`src/rtl/ram_bist.sv`:
```
// Built-in self-test sequencer for the 32x8 mem_RAM block.
// Writes an arithmetic pattern, reads it back and counts mismatches.
module ram_bist #(
  parameter int AW = 5,
  parameter int DW = 8
) (
  input  logic          CLOCK,
  input  logic          RESET_N,
  input  logic          START,
  input  logic [DW-1:0] SEED,
  input  logic [DW-1:0] STEP,
  input  logic [AW-1:0] LAST_ADDR,
  output logic [DW-1:0] RAM_D,
  output logic [AW-1:0] RAM_ADDR,
  output logic          RAM_WE,
  input  logic [DW-1:0] RAM_Q,
  output logic          BUSY,
  output logic          DONE,
  output logic          PASS,
  output logic [AW:0]   ERR_COUNT,
  output logic [AW-1:0] FIRST_ERR_ADDR
);

  typedef enum logic [2:0] {
    S_IDLE,
    S_WRITE,
    S_READ,
    S_CHECK,
    S_DONE
  } state_t;

  state_t state, nxt;

  logic [DW-1:0] seed_q, step_q;
  logic [AW-1:0] last_q;
  logic [AW-1:0] addr;
  logic [DW-1:0] exp;
  logic          pv;
  logic [AW-1:0] pa;
  logic [DW-1:0] pe;
  logic [AW:0]   err;
  logic [AW-1:0] ferr;
  logic          pass_q;
  logic          mis;
  logic          at_last;

  assign at_last = (addr == last_q);
  // pv is only ever set while reading, so it also gates the compare
  assign mis = pv && (RAM_Q != pe);

  always_ff @(posedge CLOCK or negedge RESET_N) begin
    if (!RESET_N) state <= S_IDLE;
    else          state <= nxt;
  end

  always_comb begin
    nxt = state;
    unique case (state)
      S_IDLE:  if (START) nxt = S_WRITE;
      S_WRITE: if (at_last) nxt = S_READ;
      S_READ:  if (at_last) nxt = S_CHECK;
      S_CHECK: nxt = S_DONE;
      S_DONE:  if (START) nxt = S_WRITE;
      default: nxt = S_IDLE;
    endcase
  end

  always_ff @(posedge CLOCK or negedge RESET_N) begin
    if (!RESET_N) begin
      seed_q <= '0;
      step_q <= '0;
      last_q <= '0;
      addr   <= '0;
      exp    <= '0;
      pv     <= 1'b0;
      pa     <= '0;
      pe     <= '0;
      err    <= '0;
      ferr   <= '0;
      pass_q <= 1'b0;
    end else begin
      pv <= (state == S_READ);
      pa <= addr;
      pe <= exp;
      if (mis) begin
        err <= err + (AW+1)'(1);
        if (err == '0) ferr <= pa;
      end
      unique case (state)
        S_IDLE, S_DONE: begin
          if (START) begin
            seed_q <= SEED;
            step_q <= STEP;
            last_q <= LAST_ADDR;
            addr   <= '0;
            exp    <= SEED;
            err    <= '0;
            ferr   <= '0;
            pass_q <= 1'b0;
          end
        end
        S_WRITE: begin
          if (at_last) begin
            addr <= '0;
            exp  <= seed_q;
          end else begin
            addr <= addr + AW'(1);
            exp  <= exp + step_q;
          end
        end
        S_READ: begin
          if (!at_last) begin
            addr <= addr + AW'(1);
            exp  <= exp + step_q;
          end
        end
        S_CHECK: pass_q <= (err == '0) && !mis;
        default: ;
      endcase
    end
  end

  assign BUSY           = (state == S_WRITE) || (state == S_READ)
                        || (state == S_CHECK);
  assign DONE           = (state == S_DONE);
  assign RAM_WE         = (state == S_WRITE);
  assign RAM_D          = RAM_WE ? exp : '0;
  assign RAM_ADDR       = BUSY ? addr : '0;
  assign PASS           = pass_q;
  assign ERR_COUNT      = err;
  assign FIRST_ERR_ADDR = ferr;

endmodule

```
`config.mk`:
```
export PLATFORM = sky130hd
export DESIGN_NAME = ram_bist
export DESIGN_NICKNAME = d
export VERILOG_FILES = /design/src/rtl/ram_bist.sv
export SDC_FILE = /design/constraint.sdc
export NUM_CORES = 1
export LEC_CHECK = 0
export CAP_MARGIN = 15
export CELL_PAD_IN_SITES_DETAIL_PLACEMENT = 1
export CELL_PAD_IN_SITES_GLOBAL_PLACEMENT = 1
export CORE_AREA = 8 8 86 88
export DETAILED_ROUTE_END_ITERATION = 10
export DIE_AREA = 0 0 94 96
export DONT_BUFFER_PORTS = 1
export GPL_TIMING_DRIVEN = 0
export PLACE_DENSITY_LB_ADDON = 0.1
export SYNTH_ARGS = -nofsm -noshare
export SYNTH_HDL_FRONTEND = slang
export SYNTH_SLANG_ARGS = --single-unit
```
`constraint.sdc`:
```
create_clock -name CLOCK -period 4.7 [get_ports CLOCK]
set_clock_uncertainty 0.1 [all_clocks]
set_input_delay 0.705 -clock CLOCK [delete_from_list [all_inputs] [get_ports CLOCK]]
set_output_delay 0.705 -clock CLOCK [all_outputs]
set_load 0.005 [all_outputs]
```
==> results of run 1 <==
final timing paths:
check                         start      endpoint  slack, ps  depth (start not counted)
hold / removal              RESET_N  ERR_COUNT[4]        130                          1
hold reg to reg              exp[0]         pe[0]        350                          0
setup / recovery           state[1]      RAM_D[2]       2100                          6
min in group CLOCK           exp[0]         pe[0]        350                          0
setup reg to reg            addr[0]        exp[2]       2330                          6
max in group asynchronous   RESET_N     last_q[0]       4100                          1
Yosys cell counts, drive strengths merged, types with 2 or more instances:
master	instances	area [sq um]
o2bb2ai	2	17.52
nor2b	4	27.53
o21ai	12	60.06
and2	13	81.33
mux2	20	225.2
inv	10	37.54
a211oi	2	15.01
nand2	13	48.80
nor4	2	12.51
a21oi	8	40.04
mux2i	8	80.08
a221o	2	22.52
a22oi	2	15.01
nor3	5	36.29
ha	10	125.1
buf	8	52.55
xnor2	8	70.07
xor2	17	148.9
nand3	5	30.03
nand4	5	37.53
a222oi	2	20.02
nand2b	3	26.27
and3	2	12.51
dfrtp	63	1577
nor2	30	112.6
state kept, by name, summed over array words and instances (netlist names):
register / count
addr: 5
step_q: 8
pe: 8
seed_q: 8
pv: 1
state: 3
exp: 8
pa: 5
last_q: 5
PASS: 1
FIRST_ERR_ADDR: 5
ERR_COUNT: 6
power groups by stage:
stage,clock network [mW],logic [mW],registers [mW]
global route,0.480,1.45,0.989
floorplan,0,1.00,0.898
CTS,0.460,1.31,0.958
global placement,0,1.22,0.957
detailed placement,0,1.27,0.967
finish,0.448,1.30,0.954
metrics by stage:
step,util,worst slack [ps],instances
5_1_grt,0.5595,1975,368
3_5_place_dp,0.5257,2324,352
2_1_floorplan,-,2649,275
6_report,0.5595,2096,368
3_3_place_gp,0.5257,2411,352
4_1_cts,0.5595,2056,368
cell type report:
class	instances	area, sq um
buffer	8	52.55
clock buffer	11	131.4
clock inverter	4	47.55
fill	657	2685
inverter	10	37.54
multi-input combinational	194	1441
sequential	63	1577
tap	77	96.34
timing repair buffer	1	27.53
per-layer routing:
layer	wire, um	up-vias
met4	201	0
met3	390	20
met2	3713	55
met5	0	-
li1	-	985
met1	3170	1085
kinds of logic (layout without fill, tap and decap cells):
family / Yosys count / count (layout)
AND/OR/NAND/NOR: 85 / 85
flip-flops: 63 / 63
AO/OA/AOI/OAI: 45 / 45
multiplexers: 28 / 28
XOR/XNOR: 25 / 25
buffers and inverters: 18 / 34
adder cells (fa/ha/maj): 11 / 11
==> metrics.yaml, run 1 <==
status: "finished, final reports clean"
synth_compound_area_frac: 0.1051
endpoint_kind: "primary output"
globalRouteOverflowTotal: 0
clkTransAtPathRegs_ps: 70
yosys.area_share.adder: 0.04670
clock-root-buffer: "clkbuf_8"
ys.warnings.count: 0
die_area_sq_mm: 0.009024
synth_xor_area_frac: 0.07045
synth_edf_count: 0
yosys.area_share.simple: 0.1433
max_freq_ghz: 0.3840
cp_common_cell: "buf_6"
leakagePower_nw: 1.547
fin_nets: 330
power_mw: 2.699
muxShareOfSynthArea: 0.09823
synth_top_family_by_area: "simple AND/OR/NAND/NOR gates"
cts_max_level: 3
crit_family: "simple AND/OR/NAND/NOR gates"
powerDensity_mw_per_mm2: 791.3
required_ps: 3890
clk_path_buf_depth: 2
post-route-period-util: 0.5541
critPathKind: "reg2out"
grt_util_met3: 0.04836
relSlewSlack: 0.5785
place_area_sq_mm: 0.003204
wl_um: 7474
grt_busiest_layer: "met2"
irDropWorstVdd_v: 0.0003572
numCtsBuffers: 9
grt_pass1_vias: 2372
drt_iter0_drc: 100
antenna_cells: 0
slowest_stage: "dfrtp_1"
grt_usage: 0.1790
hold_slack_ps: 130.6
async_reset_ff_frac: 1.000
clock_latency_ps: 340
p_int_mw: 1.590
period_needed_ps: 2604
fin_area_sq_mm: 0.003411
vias: 2145
post_drt_via_cell_ratio: 5.829
ctsHoldBuffers: 1
synth_seq_area_share: 0.5072
post-cts-setup-buffer-count: 0
core_sq_mm: 0.006096
place_congestion: 0.7596
synth_cell_types: 51
ioPinCount: 60
dr.pass1.iters: 4
pwr-share-seq: 0.353
final-setup-viol-count: 0
crit_fanout: 9
postRouteAntennaNets: 0
cts.sinks: 63
syn_nets: 318
rsz0062_at_grt: "no"
synth-seq-cells: 63
pwr-share-comb: 0.481
die_w_um: 94
max_stage_delay_ps: 370
syn_to_final_growth_pct: 9.742
grt_pass1_wl_um: 12250
hpwlAfterDp_um: 5373
drv_cap: 0
final_hold_viol_count: 0
synth_area_sq_mm: 0.003108
syn_inst: 275
pwr-share-clk: 0.166
synthFlopType: "dfrtp_1"
port_buffers: 0
hold_path_class: "in2async"
grt_start_max_net_pins: 64
syn_avg_cell_area_sq_um: 11.30
gr-usage-met2: 0.2905
crit_arrival_ps: 1800
crit_buf_inv: 3
fin_setup_tns_ps: 0
cts_tree: "yes"
antenna_found_initial: 0
swShare: 0.4111
p_sw_mw: 1.110
use_met1: 0.2129
wl_per_cell_um: 20.31
fp.dieH_um: 96
cp_cell_sequence: "buf_6, nand2b_4, or2_1, buf_6, inv_1, and2_1"
layout_commonest_cell: "dfrtp_1"
cp-start-kind: "flop"
drive_gt1_frac: 0.1787
drc: 0
worst_pin_slew_ps: 625.7
cts_resized: 0
core.rowCount: 29
initial_core_util: 0.5099
layout_common_cells: "dfrtp_1 (63), nor2_1 (30), mux2_2 (20)"
drv_slew: 0
Note: power is estimated with default switching activity, not from simulation.
==> inputs of run 2 (changes only) <==
Settings changed: CORE_AREA 8 8 86 88 to 8 8 89 91, DIE_AREA 0 0 94 96 to 0 0 97 99.
Clock period 4.7 ns to 2.7 ns, I/O delays scaled along.
==> run 2 against run 1 <==
Net effect: global-route usage shrank 2.3 points; largest power group unchanged; final area up 1.7%; clock-buffer cell count rose by 2; combinational power increased by 69%; sequential power up 74%; register-to-register slack worse by 1900 ps; clock power grew 110%; wire length decreased by 3.5%; sequential share of layout area is 0.78 points lower; cell count grew 1.4%; non-clock buffer count rose by 1; die area up 6.4%.
==> metrics.yaml, run 2 (same netlist as run 1, synthesis figures left out) <==
status: "finished, final reports clean"
max_freq_ghz: 0.4366
critPathKind: "reg2reg"
drv_slew: 0  # unchanged
post-cts-setup-buffer-count: 0  # unchanged
clk_path_buf_depth: 2  # unchanged
relSlewSlack: 0.5663  # -0.01214
drive_gt1_frac: 0.1809  # +0.002193
cp_common_cell: "o21ai_0"
endpoint_kind: "flop"
cts.sinks: 63  # unchanged
clkTransAtPathRegs_ps: 70  # about the same
worst_pin_slew_ps: 643.7  # +18.02 ps
cp-start-kind: "flop"
globalRouteOverflowTotal: 0  # unchanged
cts_max_level: 3  # unchanged
clock-root-buffer: "clkbuf_8"
swShare: 0.3916  # -0.01945
layout_common_cells: "dfrtp_1 (63), nor2_1 (30), mux2_2 (20)"
hold_start: "START"
core_sq_mm: 0.006569  # +7.8%
grt_pass1_vias: 2256  # -4.9%
hpwlAfterDp_um: 5392  # +0.36%
port_buffers: 0  # unchanged
ioPinCount: 60  # unchanged
final_hold_viol_count: 0  # unchanged
p_int_mw: 2.914  # +83%
fin_nets: 331  # +0.30%
clock_latency_ps: 340  # about the same
grt_usage: 0.1563  # -0.02279
cts_tree: "yes"
crit_family: "adder cells"
slowest_stage: "dfrtp_1"
postRouteAntennaNets: 0  # unchanged
crit_buf_inv: 1  # -2
drt_iter0_drc: 71  # -29%
crit-reg2reg-launch: "exp[0]"
antenna_found_initial: 0  # unchanged
leakagePower_nw: 1.576  # +1.9%
grt_pass1_wl_um: 11900  # -2.9%
dr.pass1.iters: 4  # unchanged
crit_arrival_ps: 2400  # +600 ps
syn_to_final_growth_pct: 11.63
drc: 0  # unchanged
hold_path_class: "in2reg"
wl_um: 7213  # -3.5%
irDropWorstVdd_v: 0.0005510  # +54%
initial_core_util: 0.4731  # -0.03671
final_util: 0.5282  # -0.03133
antenna_cells: 0  # unchanged
drv_cap: 0  # unchanged
numCtsBuffers: 9  # unchanged
powerDensity_mw_per_mm2: 1380  # +74%
rsz0062_at_grt: "no"
crit_start: "exp[0]"
pwr-share-seq: 0.347  # -0.006
fin_setup_tns_ps: 0  # unchanged
max_stage_delay_ps: 460  # +90 ps
grt_start_max_net_pins: 64  # unchanged
place_congestion: 0.7603  # about the same
p_sw_mw: 1.875  # +69%
vias: 2127  # -0.84%
post-route-period-util: 0.8483
die_area_sq_mm: 0.009603  # +6.4%
crit_fanout: 4  # -5
pwr-share-clk: 0.193  # +0.027
fp.dieH_um: 99  # +3.1%
final-setup-viol-count: 0  # unchanged
pwr-share-comb: 0.460  # -0.021
power_mw: 4.789  # +77%
post_drt_via_cell_ratio: 5.702  # -2.2%
cp_cell_sequence: "ha_1, inv_1, fa_1, nor2b_1, o31a_1, o21ai_0, and3_1, o21ai_0, a21oi_1"
dp_cells: 355  # +0.85%
nFillCells: 703  # +7.0%
layout_commonest_cell: "dfrtp_1"
required_ps: 2810  # -1080 ps
period_needed_ps: 2291
core.rowCount: 30  # +3.4%
stdcell_count: 373  # +1.4%
die_w_um: 97  # +3.2%
wl_per_cell_um: 19.34  # -4.8%
## run 2: through the flow
stage	hold WS, ps	setup WS (ps)	cell area (sq um)
after detailed placement	11.38	442.4	3208
after global placement	11.45	492.0	3208
after floorplan	9.409	792.9	3108
after global routing	67.24	254.9	3470
final	75.29	409.5	3470
after CTS	58.35	389.6	3470
## run 2: final timing paths
kind	cells after the start	to	slack [ps]
setup / recovery	9	exp[6]	410
hold / removal	1	state[2]	80
setup reg to reg	9	exp[6]	410
hold reg to reg	0	pe[6]	360
max in group asynchronous	2	seed_q[0]	1720
min in group asynchronous	2	ERR_COUNT[0]	490
## run 2: power by group through the flow
stage	Combinational (mW)	Clock (mW)	Sequential, mW
floorplan	1.75	0	1.56
global placement	2.12	0	1.67
detailed placement	2.19	0	1.69
CTS	2.23	0.951	1.67
global route	2.45	0.987	1.72
finish	2.20	0.923	1.66
## run 2: metal layers
layer / vias to the layer above / GRT usage / part of all wire
li1: 1000 / - / -
met5: - / 0 / 0
met3: 9 / 0.04829 / 0.057
met2: 44 / 0.2396 / 0.47
met4: 0 / 0.06746 / 0.014
met1: 1074 / 0.1984 / 0.46
## run 2: final cells by class
type,count,area (sq um),share of cell area
Sequential cell,63,1577,0.4544
Multi-Input combinational cell,194,1441,0.4154
Timing Repair Buffer,2,37.54,0.01082
Buffer,8,52.55,0.01515
Clock inverter,3,65.06,0.01875
Clock buffer,13,158.9,0.04580
Tap cell,80,100.1,0.02885
Inverter,10,37.54,0.01082
## run 2: what timing repair did
item                      CTS  global route
gates resized for setup     0             0
hold buffers                2             0
hold endpoints to repair   63             0
